File: src/rtl/seq_mem_8x8b_1r1w_rf_ctrl_pkg.sv
`default_nettype none
// ============================================================================
// Module   : seq_mem_pkg
// Purpose  : Shared types and constants for the 8x8b 1r1w register-file
//            request controller (sizes, request-type codes, FSM state enum).
// Ports    : none (package)
// Revision : 1.0  initial release
// ============================================================================
package seq_mem_pkg;

  localparam int NUM_ENTRIES = 8;
  localparam int ADDR_NBITS  = 3;
  localparam int DATA_NBITS  = 8;

  localparam logic REQ_READ  = 1'b0;
  localparam logic REQ_WRITE = 1'b1;

  typedef enum logic [0:0] {
    INIT = 1'b0,
    RUN  = 1'b1
  } state_e;

endpackage : seq_mem_pkg
`default_nettype wire

File: src/rtl/seq_mem_8x8b_1r1w_rf_ctrl_if.sv
`default_nettype none
// ============================================================================
// Module   : seq_mem_8x8b_1r1w_rf_ctrl_if
// Purpose  : val/rdy memory request/response bus between upstream logic
//            (master) and the register-file controller (slave).
// Signals  : req_val/req_rdy/req_type/req_addr/req_data  request channel
//            resp_val/resp_rdy/resp_type/resp_data       response channel
// Revision : 1.0  initial release
// ============================================================================
interface seq_mem_8x8b_1r1w_rf_ctrl_if;

  logic                                  req_val;
  logic                                  req_rdy;
  logic                                  req_type;
  logic [seq_mem_pkg::ADDR_NBITS-1:0]    req_addr;
  logic [seq_mem_pkg::DATA_NBITS-1:0]    req_data;

  logic                                  resp_val;
  logic                                  resp_rdy;
  logic                                  resp_type;
  logic [seq_mem_pkg::DATA_NBITS-1:0]    resp_data;

  modport master (
    output req_val, req_type, req_addr, req_data, resp_rdy,
    input  req_rdy, resp_val, resp_type, resp_data
  );

  modport slave (
    input  req_val, req_type, req_addr, req_data, resp_rdy,
    output req_rdy, resp_val, resp_type, resp_data
  );

endinterface : seq_mem_8x8b_1r1w_rf_ctrl_if
`default_nettype wire

File: src/rtl/seq_mem_8x8b_1r1w_rf_ctrl_resp_buf.sv
`default_nettype none
// ============================================================================
// Module   : seq_mem_rf_ctrl_resp_buf
// Purpose  : Single-entry val/rdy pipe register holding {type, data}.
//            Accepts a new entry in the same cycle the held one drains.
// Ports    : clk, reset                      clock / sync active-high reset
//            enq_val_i/enq_rdy_o/enq_*_i     enqueue side
//            deq_val_o/deq_rdy_i/deq_*_o     dequeue side
// Revision : 1.0  initial release
// ============================================================================
module seq_mem_rf_ctrl_resp_buf
  import seq_mem_pkg::*;
(
  input  wire                   clk,
  input  wire                   reset,
  input  wire                   enq_val_i,
  output logic                  enq_rdy_o,
  input  wire                   enq_type_i,
  input  wire [DATA_NBITS-1:0]  enq_data_i,
  output logic                  deq_val_o,
  input  wire                   deq_rdy_i,
  output logic                  deq_type_o,
  output logic [DATA_NBITS-1:0] deq_data_o
);

  logic                  full_q;
  logic                  type_q;
  logic [DATA_NBITS-1:0] data_q;

  assign enq_rdy_o  = !full_q || deq_rdy_i;
  assign deq_val_o  = full_q;
  assign deq_type_o = type_q;
  assign deq_data_o = data_q;

  // Enqueue has priority: a simultaneous drain + fill keeps the entry full
  // with the new contents.
  always_ff @(posedge clk) begin
    if (reset) begin
      full_q <= 1'b0;
      type_q <= 1'b0;
      data_q <= '0;
    end else if (enq_val_i && enq_rdy_o) begin
      full_q <= 1'b1;
      type_q <= enq_type_i;
      data_q <= enq_data_i;
    end else if (full_q && deq_rdy_i) begin
      full_q <= 1'b0;
    end
  end

endmodule : seq_mem_rf_ctrl_resp_buf
`default_nettype wire

File: src/rtl/seq_mem_8x8b_1r1w_rf_ctrl.sv
`default_nettype none
// ============================================================================
// Module   : seq_mem_8x8b_1r1w_rf_ctrl
// Purpose  : Requester-side controller for an 8-entry x 8-bit 1r1w register
//            file. Serves val/rdy read/write requests with a one-cycle
//            response through a single-entry response register.
// Option   : `define SEQ_MEM_8X8B_1R1W_RF_CTRL_INIT_EN to build the post-reset
//            sweep that writes INIT_VALUE to all entries before accepting
//            requests. Undefined: block resets straight into RUN.
// Ports    : clk, reset             clock / sync active-high reset
//            bus (slave)            request/response val/rdy bus
//            rf_read_addr/_data     register file read port (comb. read)
//            rf_write_en/_addr/_data register file write port
//            init_done              high while in RUN
// Revision : 1.0  initial release
// ============================================================================
module seq_mem_8x8b_1r1w_rf_ctrl
  import seq_mem_pkg::*;
#(
  parameter logic [DATA_NBITS-1:0] INIT_VALUE = 8'h00
) (
  input  wire                   clk,
  input  wire                   reset,
  seq_mem_8x8b_1r1w_rf_ctrl_if.slave bus,
  output logic [ADDR_NBITS-1:0] rf_read_addr,
  input  wire  [DATA_NBITS-1:0] rf_read_data,
  output logic                  rf_write_en,
  output logic [ADDR_NBITS-1:0] rf_write_addr,
  output logic [DATA_NBITS-1:0] rf_write_data,
  output logic                  init_done
);

  logic                  run;
  logic                  buf_enq_rdy;
  logic                  fire;
  logic [DATA_NBITS-1:0] enq_data;

`ifdef SEQ_MEM_8X8B_1R1W_RF_CTRL_INIT_EN
  localparam logic [ADDR_NBITS-1:0] LAST_ADDR = ADDR_NBITS'(NUM_ENTRIES - 1);

  state_e                state_q, state_d;
  logic [ADDR_NBITS-1:0] cnt_q, cnt_d;

  always_ff @(posedge clk) begin
    if (reset) begin
      state_q <= INIT;
      cnt_q   <= '0;
    end else begin
      state_q <= state_d;
      cnt_q   <= cnt_d;
    end
  end

  assign run = (state_q == RUN);
`else
  logic unused_init_value;
  assign unused_init_value = ^INIT_VALUE;
  assign run = 1'b1;
`endif

  // Pipe-through: a new request is accepted in the cycle the held response
  // drains, giving 1/cycle throughput with resp_rdy held high.
  assign bus.req_rdy  = run && buf_enq_rdy;
  assign fire         = bus.req_val && bus.req_rdy;
  assign init_done    = run;
  assign rf_read_addr = bus.req_addr;

  // Write responses carry zero data; reads capture the combinational
  // register-file output at the firing edge.
  assign enq_data = (bus.req_type == REQ_WRITE) ? '0 : rf_read_data;

  always_comb begin
    rf_write_en   = 1'b0;
    rf_write_addr = '0;
    rf_write_data = '0;
`ifdef SEQ_MEM_8X8B_1R1W_RF_CTRL_INIT_EN
    state_d = state_q;
    cnt_d   = cnt_q;
    if (state_q == INIT) begin
      rf_write_en   = 1'b1;
      rf_write_addr = cnt_q;
      rf_write_data = INIT_VALUE;
      // Counter parks at the last address rather than wrapping.
      if (cnt_q == LAST_ADDR) begin
        state_d = RUN;
      end else begin
        cnt_d = cnt_q + 3'd1;
      end
    end
`endif
    // fire is only possible in RUN, so this never collides with the sweep.
    if (fire && (bus.req_type == REQ_WRITE)) begin
      rf_write_en   = 1'b1;
      rf_write_addr = bus.req_addr;
      rf_write_data = bus.req_data;
    end
  end

  seq_mem_rf_ctrl_resp_buf u_resp_buf (
    .clk        (clk),
    .reset      (reset),
    .enq_val_i  (fire),
    .enq_rdy_o  (buf_enq_rdy),
    .enq_type_i (bus.req_type),
    .enq_data_i (enq_data),
    .deq_val_o  (bus.resp_val),
    .deq_rdy_i  (bus.resp_rdy),
    .deq_type_o (bus.resp_type),
    .deq_data_o (bus.resp_data)
  );

endmodule : seq_mem_8x8b_1r1w_rf_ctrl
`default_nettype wire
File: src/flat_wrapper.sv
// flat-port wrapper written by rule: the top's interface ports become plain ports
module seq_mem_8x8b_1r1w_rf_ctrl_flat import seq_mem_pkg::*;
#(
  parameter logic [DATA_NBITS-1:0] INIT_VALUE = 8'h00
)
  (clk, reset, rf_read_addr, rf_read_data, rf_write_en, rf_write_addr, rf_write_data, init_done, bus_req_val, bus_req_type, bus_req_addr, bus_req_data, bus_resp_rdy, bus_req_rdy, bus_resp_val, bus_resp_type, bus_resp_data);
  seq_mem_8x8b_1r1w_rf_ctrl_if bus_i ();
  input  wire clk;
  input  wire reset;
  output logic [ADDR_NBITS-1:0] rf_read_addr;
  input  wire  [DATA_NBITS-1:0] rf_read_data;
  output logic rf_write_en;
  output logic [ADDR_NBITS-1:0] rf_write_addr;
  output logic [DATA_NBITS-1:0] rf_write_data;
  output logic init_done;
  input wire logic [$bits(bus_i.req_val)-1:0] bus_req_val;
  input wire logic [$bits(bus_i.req_type)-1:0] bus_req_type;
  input wire logic [$bits(bus_i.req_addr)-1:0] bus_req_addr;
  input wire logic [$bits(bus_i.req_data)-1:0] bus_req_data;
  input wire logic [$bits(bus_i.resp_rdy)-1:0] bus_resp_rdy;
  output wire logic [$bits(bus_i.req_rdy)-1:0] bus_req_rdy;
  output wire logic [$bits(bus_i.resp_val)-1:0] bus_resp_val;
  output wire logic [$bits(bus_i.resp_type)-1:0] bus_resp_type;
  output wire logic [$bits(bus_i.resp_data)-1:0] bus_resp_data;
  assign bus_i.req_val = bus_req_val;
  assign bus_i.req_type = bus_req_type;
  assign bus_i.req_addr = bus_req_addr;
  assign bus_i.req_data = bus_req_data;
  assign bus_i.resp_rdy = bus_resp_rdy;
  assign bus_req_rdy = bus_i.req_rdy;
  assign bus_resp_val = bus_i.resp_val;
  assign bus_resp_type = bus_i.resp_type;
  assign bus_resp_data = bus_i.resp_data;
  seq_mem_8x8b_1r1w_rf_ctrl #(.INIT_VALUE(INIT_VALUE)) u_core (.clk(clk), .reset(reset), .bus(bus_i), .rf_read_addr(rf_read_addr), .rf_read_data(rf_read_data), .rf_write_en(rf_write_en), .rf_write_addr(rf_write_addr), .rf_write_data(rf_write_data), .init_done(init_done));
endmodule
File: config.mk
export PLATFORM = sky130hd
export DESIGN_NAME = seq_mem_8x8b_1r1w_rf_ctrl_flat
export DESIGN_NICKNAME = d
export VERILOG_FILES = /design/src/rtl/seq_mem_8x8b_1r1w_rf_ctrl_pkg.sv /design/src/rtl/seq_mem_8x8b_1r1w_rf_ctrl_if.sv /design/src/rtl/seq_mem_8x8b_1r1w_rf_ctrl_resp_buf.sv /design/src/rtl/seq_mem_8x8b_1r1w_rf_ctrl.sv /design/src/flat_wrapper.sv
export SDC_FILE = /design/constraint.sdc
export NUM_CORES = 1
export LEC_CHECK = 0
export CAP_MARGIN = 20
export CORE_AREA = 3 3 48 50
export CTS_CLUSTER_SIZE = 25
export DETAILED_ROUTE_END_ITERATION = 6
export DIE_AREA = 0 0 51 53
export GPL_TIMING_DRIVEN = 0
export HOLD_SLACK_MARGIN = 0.06
export PLACE_DENSITY = 0.74
export SETUP_SLACK_MARGIN = 0.15
export SYNTH_ARGS = -nofsm -noshare
export SYNTH_HDL_FRONTEND = slang
export SYNTH_SLANG_ARGS = --single-unit
File: constraint.sdc
create_clock -name clk -period 1.15 [get_ports clk]
set_input_delay 0.23 -clock clk [delete_from_list [all_inputs] [get_ports clk]]
set_output_delay 0.23 -clock clk [all_outputs]
set_load 0.05 [all_outputs]
==> metrics.txt <==
Reg-to-Reg End u_core.u_resp_buf.deq_data_o[2]$_SDFFE_PP0P_; DR vias/cell 4.70; Root Driver clkbuf_4; post-synthesis cell count 63; io pins 51; H-tree level count 1; Netlist cell types 17; placed wire-length estimate 1.38 mm; Max Fclk 0.669 GHz; Routed Antenna Nets 0; Initial Util 28.3%; Worst Setup Slack post-DPL -1.26 ns; synth top area cells dfxtp_1, nand4b_1, and2_1; Num CTS Buffers 3; synthesized area 549 um2; final hold violations 0; Leakage Power 0.000579 uW; drt initial violations 5; layout cells sized above 1 66.1%; CTS Sinks 10; fin cells 151; via count 710; r2r worst-path depth 7; worst slew pin tran 0.542 ns; Mapped Avg Cell Area 8.72 um2; Post-synth top flop dfxtp_1; Final Max Tran Viols 0; Final setup viols 23; RSZ-0062 raised after global routing yes; min cycle time layout 1.49 ns; initial antenna violation count 0; dominant cell type by area after synthesis dfxtp_1; yosys warns 0; largest net degree at the start of global routing 11; HP Class input pin to register; critical path peak fanout 10; sum of negative setup slack -5.33 ns; Syn-to-layout area delta 154%; PD cells 819 nW/um2; # DRC 0; wire length per cell 12.8 um; clk_lat worst skew 0.27 ns; Worst path max stage delay 0.34 ns; Worst path slowest cell dfxtp_4; clk_skew 0.0134 ns; post-synth top area share 36.4%; Post-synth EDFFs 0; first-pass GRT wire length 3.06 mm; Tot GR Track Use 14.7%; CP Class register to output pin; FF-to-FF Start u_core.u_resp_buf.deq_val_o$_SDFFE_PP0P_; Tot Pwr 1140 uW; Hold Path Stages 3; hold_buf cts 0; Die X 51 um; most common cell in the netlist and2_1; flop2flop setup slack -0.14 ns; fin area 1390 um2; syn nets 87; # diodes 0; Core Footprint 1940 um2; placed insts 138; outcome complete, but fails checks; relative slew slack 63.9%; Die H 53 um; worst-path cell chain nor2b_4 > nor2_4 > buf_12 > and2_4 > buf_8; hold_sp bus_req_val; GPL Wtd Cong 0.679; WL final 1.93 mm; vias in the first global route 689; top cell family by delay on the critical path simple AND/OR/NAND/NOR gates; number of max-cap violations 0; #FFs+latches synth 10; synth cell count leaders and2_1, dfxtp_1, a21oi_1; sequential fraction of the synthesis area 36.4%; CP Launch Type register; Congestion Overflow GR 0; setup ws final -0.344 ns; drt first pass iters 2; fill count 149; crit share post-route 130%; CTS tree yes; Buffers on Ports 48; Area after DPL 1100 um2; post-synthesis async set-or-reset flop share 0%; Die ar. 2700 um2; CP arrival 1.26 ns; nets 149; hold worst-path end u_core.u_resp_buf.deq_data_o[7]$_SDFFE_PP0P_; clk buf depth 2; Peak supply drop 0.641 mV; clock-pin slew on the worst setup and hold paths 0.07 ns; crit path capture type output pin; floorplan row count 16; Worst Path Required 0.92 ns; Buf+Inv Stages, Crit Path 2; failing checks negative setup slack
kinds of logic after synthesis:
family	synth area share, %
and+or+nand+nor	32.8
AOI/OAI and AO/OA	17.1
DFF	36.4
buffers and inverters	13.0
other	0.683
worst min-delay path, stage by stage:
cell and delay [ns]:
buf_4 0.15, nand4b_1 0.10, a21oi_2 0.06
registers in the layout, summed over array words and instances (netlist names):
name and flops:
u_core.u_resp_buf.deq_val_o 1, u_core.u_resp_buf.deq_data_o 8, u_core.u_resp_buf.deq_type_o 1
routing by layer:
| metal | wire length [um] | up-vias | global-route usage, % |
|---|---|---|---|
| li1 | - | 339 | - |
| met2 | 900 | 44 | 27.0 |
| met3 | 285 | 2 | 5.07 |
| met1 | 715 | 325 | 15.7 |
| met4 | 24 | 0 | 4.04 |
| met5 | 0 | - | 0 |
area by class of cell:
cell class | instances | area [um2] | share of cell area, %
Inverter | 2 | 12.5 | 0.898
Sequential cell | 10 | 215 | 15.4
Clock buffer | 4 | 26.3 | 1.89
Tap cell | 27 | 33.8 | 2.42
Multi-Input combinational cell | 43 | 355 | 25.5
Buffer | 8 | 76.3 | 5.48
Timing Repair Buffer | 57 | 674 | 48.4
worst max path at each step:
| stage | endpoint | cells after the start | from | slack (ns) |
|---|---|---|---|---|
| 2_1_floorplan | rf_write_addr[0] | 4 | u_core.u_resp_buf.deq_val_o$_SDFFE_PP0P_ | -0.12 |
| 3_3_place_gp | rf_write_data[0] | 6 | bus_req_type | -1.24 |
| 3_5_place_dp | rf_write_data[0] | 6 | bus_req_type | -1.26 |
| 4_1_cts | rf_write_data[0] | 5 | u_core.u_resp_buf.deq_val_o$_SDFFE_PP0P_ | -0.35 |
| 5_1_grt | rf_write_data[0] | 5 | u_core.u_resp_buf.deq_val_o$_SDFFE_PP0P_ | -0.40 |
| 6_report | rf_write_data[0] | 5 | u_core.u_resp_buf.deq_val_o$_SDFFE_PP0P_ | -0.34 |
timing repair:
| action | in CTS | in global routing |
|---|---|---|
| setup endpoints to repair | 36 | 33 |
| endpoints found under the hold margin | 0 | 0 |
| gates cloned | 1 | 0 |
| buffers inserted | 5 | 3 |
| pin swaps | 4 | 5 |
| resized for setup | 225 | 20 |
report_power, final:
| part | switching (uW) | total (uW) | internal (uW) |
|---|---|---|---|
| combinational | 259 | 508 | 249 |
| clock | 122 | 256 | 134 |
| sequential | 12.8 | 377 | 364 |
| total | 394 | 1140 | 747 |
metrics by stage:
step | util, % | hold slack, ns
finish | 71.8 | 0.306
global route | 71.8 | 0.307
CTS | 67.7 | 0.298
global placement | 56.7 | 0.456
floorplan | - | 0.398
detailed placement | 56.7 | 0.463
cell usage in the layout (no fill, tap or decap), types with 2 or more instances in the layout:
cell type        instances
and2_2                   2
clkbuf_1                 2
nand4b_1                 8
a21oi_1                  7
buf_6                    6
dfxtp_2                  9
o21ai_2                  8
and2_4                   9
dlygate4sd2_1            5
clkdlybuf4s50_1         17
nor2_4                   2
a21oi_2                  2
clkbuf_4                 3
buf_4                   10
buf_8                   23
buf_12                   2
No activity file was read; power rests on OpenSTA's default activity.
